**config.mk**
```make
export PLATFORM = sky130hd
export DESIGN_NAME = ram_rw_lat_pipe
export DESIGN_NICKNAME = d
export VERILOG_FILES = /design/src/rtl/ram_rw_checker_lat_pipe.sv
export SDC_FILE = /design/constraint.sdc
export NUM_CORES = 1
export LEC_CHECK = 0
export BUFFER_PORTS_ARGS = -buffer_cell sky130_fd_sc_hd__buf_2
export CORE_AREA = 4 4 41 43
export CTS_CLUSTER_DIAMETER = 120
export CTS_CLUSTER_SIZE = 24
export DETAILED_ROUTE_END_ITERATION = 8
export DIE_AREA = 0 0 45 47
export SYNTH_ARGS = -nofsm -noshare
export SYNTH_HDL_FRONTEND = slang
export SYNTH_SLANG_ARGS = --single-unit
```
**constraint.sdc**
```tcl
create_clock -name clk -period 0.8 [get_ports clk]
set_clock_uncertainty 0.15 [all_clocks]
set_input_delay 0 -clock clk [delete_from_list [all_inputs] [get_ports clk]]
set_output_delay 0 -clock clk [all_outputs]
set_load 0.02 [all_outputs]
```
**src/rtl/ram_rw_checker_lat_pipe.sv**
```systemverilog
// Delay line aligning {valid, expected, addr} with the RAM read latency.
module ram_rw_lat_pipe #(
  parameter int unsigned DEPTH  = 1,
  parameter int unsigned ADDR_W = 5,
  parameter int unsigned DATA_W = 8
) (
  input  logic              clk,
  input  logic              rst_n,
  input  logic              in_valid,
  input  logic [DATA_W-1:0] in_exp,
  input  logic [ADDR_W-1:0] in_addr,
  output logic              out_valid,
  output logic [DATA_W-1:0] out_exp,
  output logic [ADDR_W-1:0] out_addr
);

  logic [DEPTH-1:0]  valid_q;
  logic [DATA_W-1:0] exp_q  [DEPTH];
  logic [ADDR_W-1:0] addr_q [DEPTH];

  always_ff @(posedge clk or negedge rst_n) begin
    if (!rst_n) begin
      valid_q <= '0;
      for (int unsigned i = 0; i < DEPTH; i++) begin
        exp_q[i]  <= '0;
        addr_q[i] <= '0;
      end
    end else begin
      valid_q[0] <= in_valid;
      exp_q[0]   <= in_exp;
      addr_q[0]  <= in_addr;
      for (int unsigned i = 1; i < DEPTH; i++) begin
        valid_q[i] <= valid_q[i-1];
        exp_q[i]   <= exp_q[i-1];
        addr_q[i]  <= addr_q[i-1];
      end
    end
  end

  assign out_valid = valid_q[DEPTH-1];
  assign out_exp   = exp_q[DEPTH-1];
  assign out_addr  = addr_q[DEPTH-1];

endmodule

```
Word-level counts from Yosys, hierarchy flattened
Index checks and enable logic that the tools add are counted.

Register bits after elaboration: 14. Input bits: 16. Logic and storage cells: 3.

Longest topological paths before layout
Gate-level depths: netlist of run 1.

Word-level depth: 0. Mapped depth: 0. Gate-level depth less buffers: 0.

Worst setup path before layout of run 1
No wires, ideal clock.

Path type: reg-to-output. From: register addr_q, in the netlist out_addr[0]. To: output port out_addr[0]. Slack: 0.234 ns. Cell stages (with the launch flop): 1. Arrival: 0.416 ns. Buffers on the path: 0. Required time: 0.650 ns. Cell sequence: dfrtp_1.

RTL lines: start, declared (line 19) `logic [ADDR_W-1:0] addr_q [DEPTH];`; start signal, assigned by index (line 35) `addr_q[i] <= addr_q[i-1];`; end, declared (line 14) `output logic [ADDR_W-1:0] out_addr`.

No word-level cell between the ends.

Worst setup path after layout of run 1
From: register exp_q, in the netlist out_exp[7]. To: output port out_exp[7].

RTL lines: start, declared (line 18) `logic [DATA_W-1:0] exp_q [DEPTH];`; start signal, assigned by index (line 34) `exp_q[i] <= exp_q[i-1];`; end, declared (line 13) `output logic [DATA_W-1:0] out_exp,`.

No word-level cell between the ends.

==> results of run 1 <==
## through the flow
step	power (mW)	area [um^2]	setup TNS, ns	utilization [%]	instances
6_report	1.47	788	-1.73	60.6	77
2_1_floorplan	0.815	350	0	-	14
3_3_place_gp	0.896	514	0	39.5	58
3_5_place_dp	0.899	514	0	39.5	58
4_1_cts	1.50	788	-1.94	60.6	77
5_1_grt	1.56	788	-2.36	60.6	77
## power by group through the flow
stage	combinational (mW)	sequential (mW)	clock, mW
finish	0.234	0.760	0.474
global route	0.253	0.763	0.544
CTS	0.233	0.759	0.504
detailed placement	0.135	0.764	0
global placement	0.133	0.763	0
floorplan	0	0.815	0
## cell type report
type	count	area, um^2
tap	15	18.8
sequential	14	350
fill	106	513
clock buffer	4	36.3
timing repair buffer	44	383
## per-layer routing
metal  vias to the layer above  wire length, um
li1                        138                -
met1                       140              318
met2                        25              562
met3                         0              121
met4                         0                0
met5                         -                0
## worst max-delay path by stage
stage | startpoint | endpoint | slack [ns]
3_5_place_dp | out_addr[2]$_DFF_PN0_ | out_addr[2] | 0.15
4_1_cts | out_addr[2]$_DFF_PN0_ | out_addr[2] | -0.15
3_3_place_gp | out_exp[7]$_DFF_PN0_ | out_exp[7] | 0.15
6_report | out_exp[7]$_DFF_PN0_ | out_exp[7] | -0.14
5_1_grt | out_addr[1]$_DFF_PN0_ | out_addr[1] | -0.19
2_1_floorplan | out_addr[0]$_DFF_PN0_ | out_addr[0] | 0.23
## flip-flops by register name (all words and copies together), names as in the netlist
name       count
out_addr       5
out_valid      1
out_exp        8
## cells by family (layout without fill, tap and decap cells)
logic type / Yosys count / in the layout
buffers and inverters: 0 / 48
flip-flops: 14 / 14
## repair_timing
action / CTS / global route
endpoints found under the setup margin: 14 / 14
hold endpoints to repair: 28 / 0
cloned: 0 / 0
pin swaps: 0 / 0
hold buffers: 15 / 0
gates resized for setup: 28 / 0
## layout by cell type, fill, tap and decap left out
cell / instances
dlygate4sd3_1: 15
buf_2: 15
dfrtp_1: 14
buf_6: 14
clkbuf_4: 3
clkbuf_8: 1
==> flow_metrics.env, run 1 <==
export IMPL_seqPwrFrac_pct=51.7
export IMPL_grt_use_met1_pct=9.90
export IMPL_yosys_area_share_simple_pct=0
export IMPL_preCtsSetupSlack_ns=0.147
export IMPL_synth_most_common_cell="dfrtp_1"
export IMPL_setup_viol=14
export IMPL_worst_slew_pin_slew_ns=0.299
export IMPL_p_comb_share_pct=16.0
export IMPL_grt_max_degree=15
export IMPL_synth_edf_count=0
export IMPL_cts_tree="done"
export IMPL_p_leak_nw=0.390
export IMPL_cts_sinks=14
export IMPL_seq_area_frac_synth_pct=100
export IMPL_antenna_found_initial=0
export IMPL_io_buffers=29
export IMPL_avgSynthCellArea_um2=25.0
export IMPL_comb_multi_input_count=0
export IMPL_ys_async_sr_fraction_pct=100
export IMPL_max_cap_violations=0
export IMPL_synth_seq_cells=14
export IMPL_power_density_nw_per_um2=1860
export IMPL_synthMuxAreaShare_pct=0
export IMPL_yosys_area_top_type="dfrtp_1"
export IMPL_grt_use_met2_pct=24.0
export IMPL_start_kind="flop"
export IMPL_nNetsFinal=79
export IMPL_vias_per_cell=3.94
export IMPL_slew_limit_headroom_pct=80.1
export IMPL_synth_common_cells="dfrtp_1"
export IMPL_netSwitchingFraction_pct=21.1
export IMPL_grt_ovfl_total=0
export IMPL_path_clk_slew_ns=0.08
export IMPL_rsz0062_at_grt="true"
export IMPL_finalWeightedCongestion=0.630
export IMPL_synth_xor_area_share_pct=0
export IMPL_critPathSlowestCell="dfrtp_1"
export IMPL_drive_gt1_share_pct=53.2
export IMPL_drt_wl_total_um=1000
export IMPL_synth_top_cells_by_area="dfrtp_1"
export IMPL_vias=303
export IMPL_layout_setup_ws_ns=-0.139
export IMPL_p_clk_share_pct=32.3
export IMPL_worst_path_buf_inv=1
export IMPL_synth_fa_ha_area_share_pct=0
export IMPL_grt_busiest_layer="met2"
export IMPL_period_needed_ns=0.939
export IMPL_path_delay_family="flip-flops"
export IMPL_max_stage_delay_ns=0.39
export IMPL_final_antenna_net_count=0
export IMPL_syn_inst=14
export IMPL_syn2layout_area_growth_pct=125
export IMPL_p_int_mw=1.16
export IMPL_fmax_mhz=1070
export IMPL_synth_distinct_cells=1
export IMPL_drt_first_pass_iters=2
export IMPL_cp_end_kind="output port"
export IMPL_p_switching_mw=0.309
export IMPL_syn_nets=30
export IMPL_holdCritPathClass="primary input to async pin"
export IMPL_cts_made_buffers=3
export IMPL_crit_type="flop to output port"
export IMPL_grt_first_pass_wirelength_um=1640
export IMPL_die_h_um=47
export IMPL_cp_arrival_ns=0.79
export IMPL_multi_input_area_um2=0
export IMPL_irDropWorstVdd_mv=1.43
export IMPL_crit_chain="buf_6"
export IMPL_ys_warn_count=0
export IMPL_hold_ws_ns=0.00667
export IMPL_io_pins=30
export IMPL_num_rows=13
export IMPL_cp_data_required_time_ns=0.65
export IMPL_netlist_area_um2=350
export IMPL_cts_path_max_buffers=2
export IMPL_cp_max_fo=1
export IMPL_ys_flop_type="dfrtp_1"
export IMPL_status="finished with violations"
export IMPL_routedWlPerCell_um=13.0
export IMPL_hold_viol_final=0
export IMPL_grt_pass1_vias=357
export IMPL_track_usage_pct=11.9
export IMPL_diodes=0
export IMPL_htree_levels=1
export IMPL_root_buffer="clkbuf_4"
export IMPL_cts_setup_buffers=0
export IMPL_cp_depth=1
export IMPL_die_area_um2=2120
export IMPL_initial_core_util_pct=26.9
export IMPL_drtIter0Drc=1
export IMPL_synth_compound_area_share_pct=0
export IMPL_die_w_um=45
export IMPL_synth_top_area_share_pct=100
export IMPL_core_area_um2=1300
export IMPL_slew_violations=0
export IMPL_met3_usage_pct=6.13
export IMPL_violations="setup timing"
export IMPL_drc=0
export IMPL_finalCritPeriodShare_pct=117
No activity file was read; power rests on OpenSTA's default activity.
==> run 2, diff against run 1 <==
--- a/config.mk
+++ b/config.mk
@@ -6,11 +6,14 @@
 export NUM_CORES = 1
 export LEC_CHECK = 0
 export BUFFER_PORTS_ARGS = -buffer_cell sky130_fd_sc_hd__buf_2
-export CORE_AREA = 4 4 41 43
+export CELL_PAD_IN_SITES_DETAIL_PLACEMENT = 1
+export CELL_PAD_IN_SITES_GLOBAL_PLACEMENT = 2
+export CORE_AREA = 4 4 45 47
 export CTS_CLUSTER_DIAMETER = 120
 export CTS_CLUSTER_SIZE = 24
 export DETAILED_ROUTE_END_ITERATION = 8
-export DIE_AREA = 0 0 45 47
+export DIE_AREA = 0 0 49 51
+export PLACE_DENSITY_LB_ADDON = 0.1
 export SYNTH_ARGS = -nofsm -noshare
 export SYNTH_HDL_FRONTEND = slang
 export SYNTH_SLANG_ARGS = --single-unit
==> constraint.sdc (replaced) <==
create_clock -name clk -period 1.1 [get_ports clk]
set_clock_uncertainty 0.15 [all_clocks]
set_input_delay 0 -clock clk [delete_from_list [all_inputs] [get_ports clk]]
set_output_delay 0 -clock clk [all_outputs]
set_load 0.02 [all_outputs]
==> flow_metrics.env, run 2 (same netlist as run 1, synthesis figures left out) <==
export IMPL_status="finished with violations"
export IMPL_track_usage_pct=9.11
export IMPL_path_clk_slew_ns=0.08
export IMPL_nFillCells=179
export IMPL_rsz0062_at_grt="false"
export IMPL_io_pins=30
export IMPL_slew_violations=0
export IMPL_worst_path_buf_inv=1
export IMPL_start_kind="flop"
export IMPL_cp_arrival_ns=0.80
export IMPL_antenna_found_initial=0
export IMPL_drive_gt1_share_pct=53.2
export IMPL_final_common_cell="buf_2"
export IMPL_final_antenna_net_count=0
export IMPL_root_buffer="clkbuf_4"
export IMPL_syn2layout_area_growth_pct=101
export IMPL_max_stage_delay_ns=0.37
export IMPL_num_rows=15
export IMPL_drtIter0Drc=3
export IMPL_drt_wl_total_um=901
export IMPL_most_common_layout_cells="buf_2, dlygate4sd3_1, dfrtp_1"
export IMPL_drc=0
export IMPL_slew_limit_headroom_pct=79.5
export IMPL_hpwlAfterDp_um=642
export IMPL_cts_sinks=14
export IMPL_post_route_cell_area_um2=703
export IMPL_max_cap_violations=0
export IMPL_crit_chain="buf_2"
export IMPL_multi_input_area_um2=0
export IMPL_htree_levels=1
export IMPL_initial_core_util_pct=21.2
export IMPL_drt_first_pass_iters=2
export IMPL_fmax_mhz=1060
export IMPL_vias=307
export IMPL_vias_per_cell=3.89
export IMPL_diodes=0
export IMPL_critPathSlowestCell="dfrtp_1"
export IMPL_grt_ovfl_total=0
export IMPL_largest_reg_flops=8
export IMPL_cp_max_fo=1
export IMPL_core_area_um2=1650
export IMPL_layout_setup_ws_ns=0.154
export IMPL_finalWeightedCongestion=0.605
export IMPL_finalCritPeriodShare_pct=86.0
export IMPL_grt_pass1_vias=384
export IMPL_ff_latch_area_um2=350
export IMPL_io_buffers=29
export IMPL_routedWlPerCell_um=11.4
export IMPL_worst_slew_pin_slew_ns=0.308
export IMPL_cts_tree="done"
export IMPL_setup_tns_ns=0
export IMPL_irDropWorstVdd_mv=0.711
export IMPL_grt_first_pass_wirelength_um=1680
export IMPL_die_area_um2=2500
export IMPL_cp_data_required_time_ns=0.95
export IMPL_cts_made_buffers=3
export IMPL_power_density_nw_per_um2=1470
export IMPL_period_needed_ns=0.946
export IMPL_grt_max_degree=15
export IMPL_violations="hold timing"
export IMPL_power_mw=1.03
export IMPL_die_w_um=49
export IMPL_p_leak_nw=0.361
export IMPL_holdCritPathClass="primary input to async pin"
export IMPL_preCtsSetupSlack_ns=0.442
export IMPL_hold_ws_ns=-0.00854
export IMPL_cp_end_kind="output port"
export IMPL_comb_multi_input_count=0
export IMPL_die_h_um=51
export IMPL_hold_viol_final=14
export IMPL_crit_type="flop to output port"
export IMPL_path_delay_family="flip-flops"
export IMPL_place_area_um2=517
export IMPL_cts_path_max_buffers=2
export IMPL_nNetsFinal=79
export IMPL_setup_viol=0
[run 2: cell counts in the layout (fill, tap and decap cells not counted)]
No cell type changed its count.
[run 2: final cells by class]
| type | count | share of cell area, % |
|---|---|---|
| Clock buffer | 4 | 5.16 |
| Sequential cell | 14 | 49.8 |
| Tap cell | 17 | 3.02 |
| Timing Repair Buffer | 44 | 42.0 |
[run 2: stage by stage]
| stage | instances | util, % |
|---|---|---|
| global route | 79 | 42.6 |
| CTS | 79 | 42.6 |
| global placement | 60 | 31.3 |
| floorplan | 14 | - |
| finish | 79 | 42.6 |
| detailed placement | 60 | 31.3 |
[run 2: final timing paths]
path | depth (start not counted) | slack [ns] | from | end
setup / recovery | 1 | 0.15 | out_addr[0]$_DFF_PN0_ | out_addr[0]
hold / removal | 2 | -0.009 | rst_n | out_addr[0]$_DFF_PN0_
max in group asynchronous | 2 | 0.58 | rst_n | out_exp[1]$_DFF_PN0_
min in group clk | 2 | 0.22 | in_exp[2] | out_exp[2]$_DFF_PN0_
[run 2: metal layers]
layer	global-route usage [%]	routed length [um]	vias to the layer above	part of all wire (%)
met3	4.37	89	2	9.9
met2	15.2	483	17	54
met1	9.17	318	148	35
li1	-	-	140	-
met5	0	0	-	0
met4	5.38	9	0	1.0
[run 2: what timing repair did]
item,4_1_cts,5_1_grt
endpoints found under the hold margin,28,0
gates resized for setup,0,0
hold buffers,15,0
setup buffers,0,0
[run 2: power breakdown]
part	leakage [nW]	internal [mW]	switching, mW	total [mW]
logic	0.177	0.0707	0.0658	0.137
registers	0.163	0.540	0.00615	0.546
clock network	0.0210	0.201	0.151	0.352
total	0.361	0.811	0.223	1.03
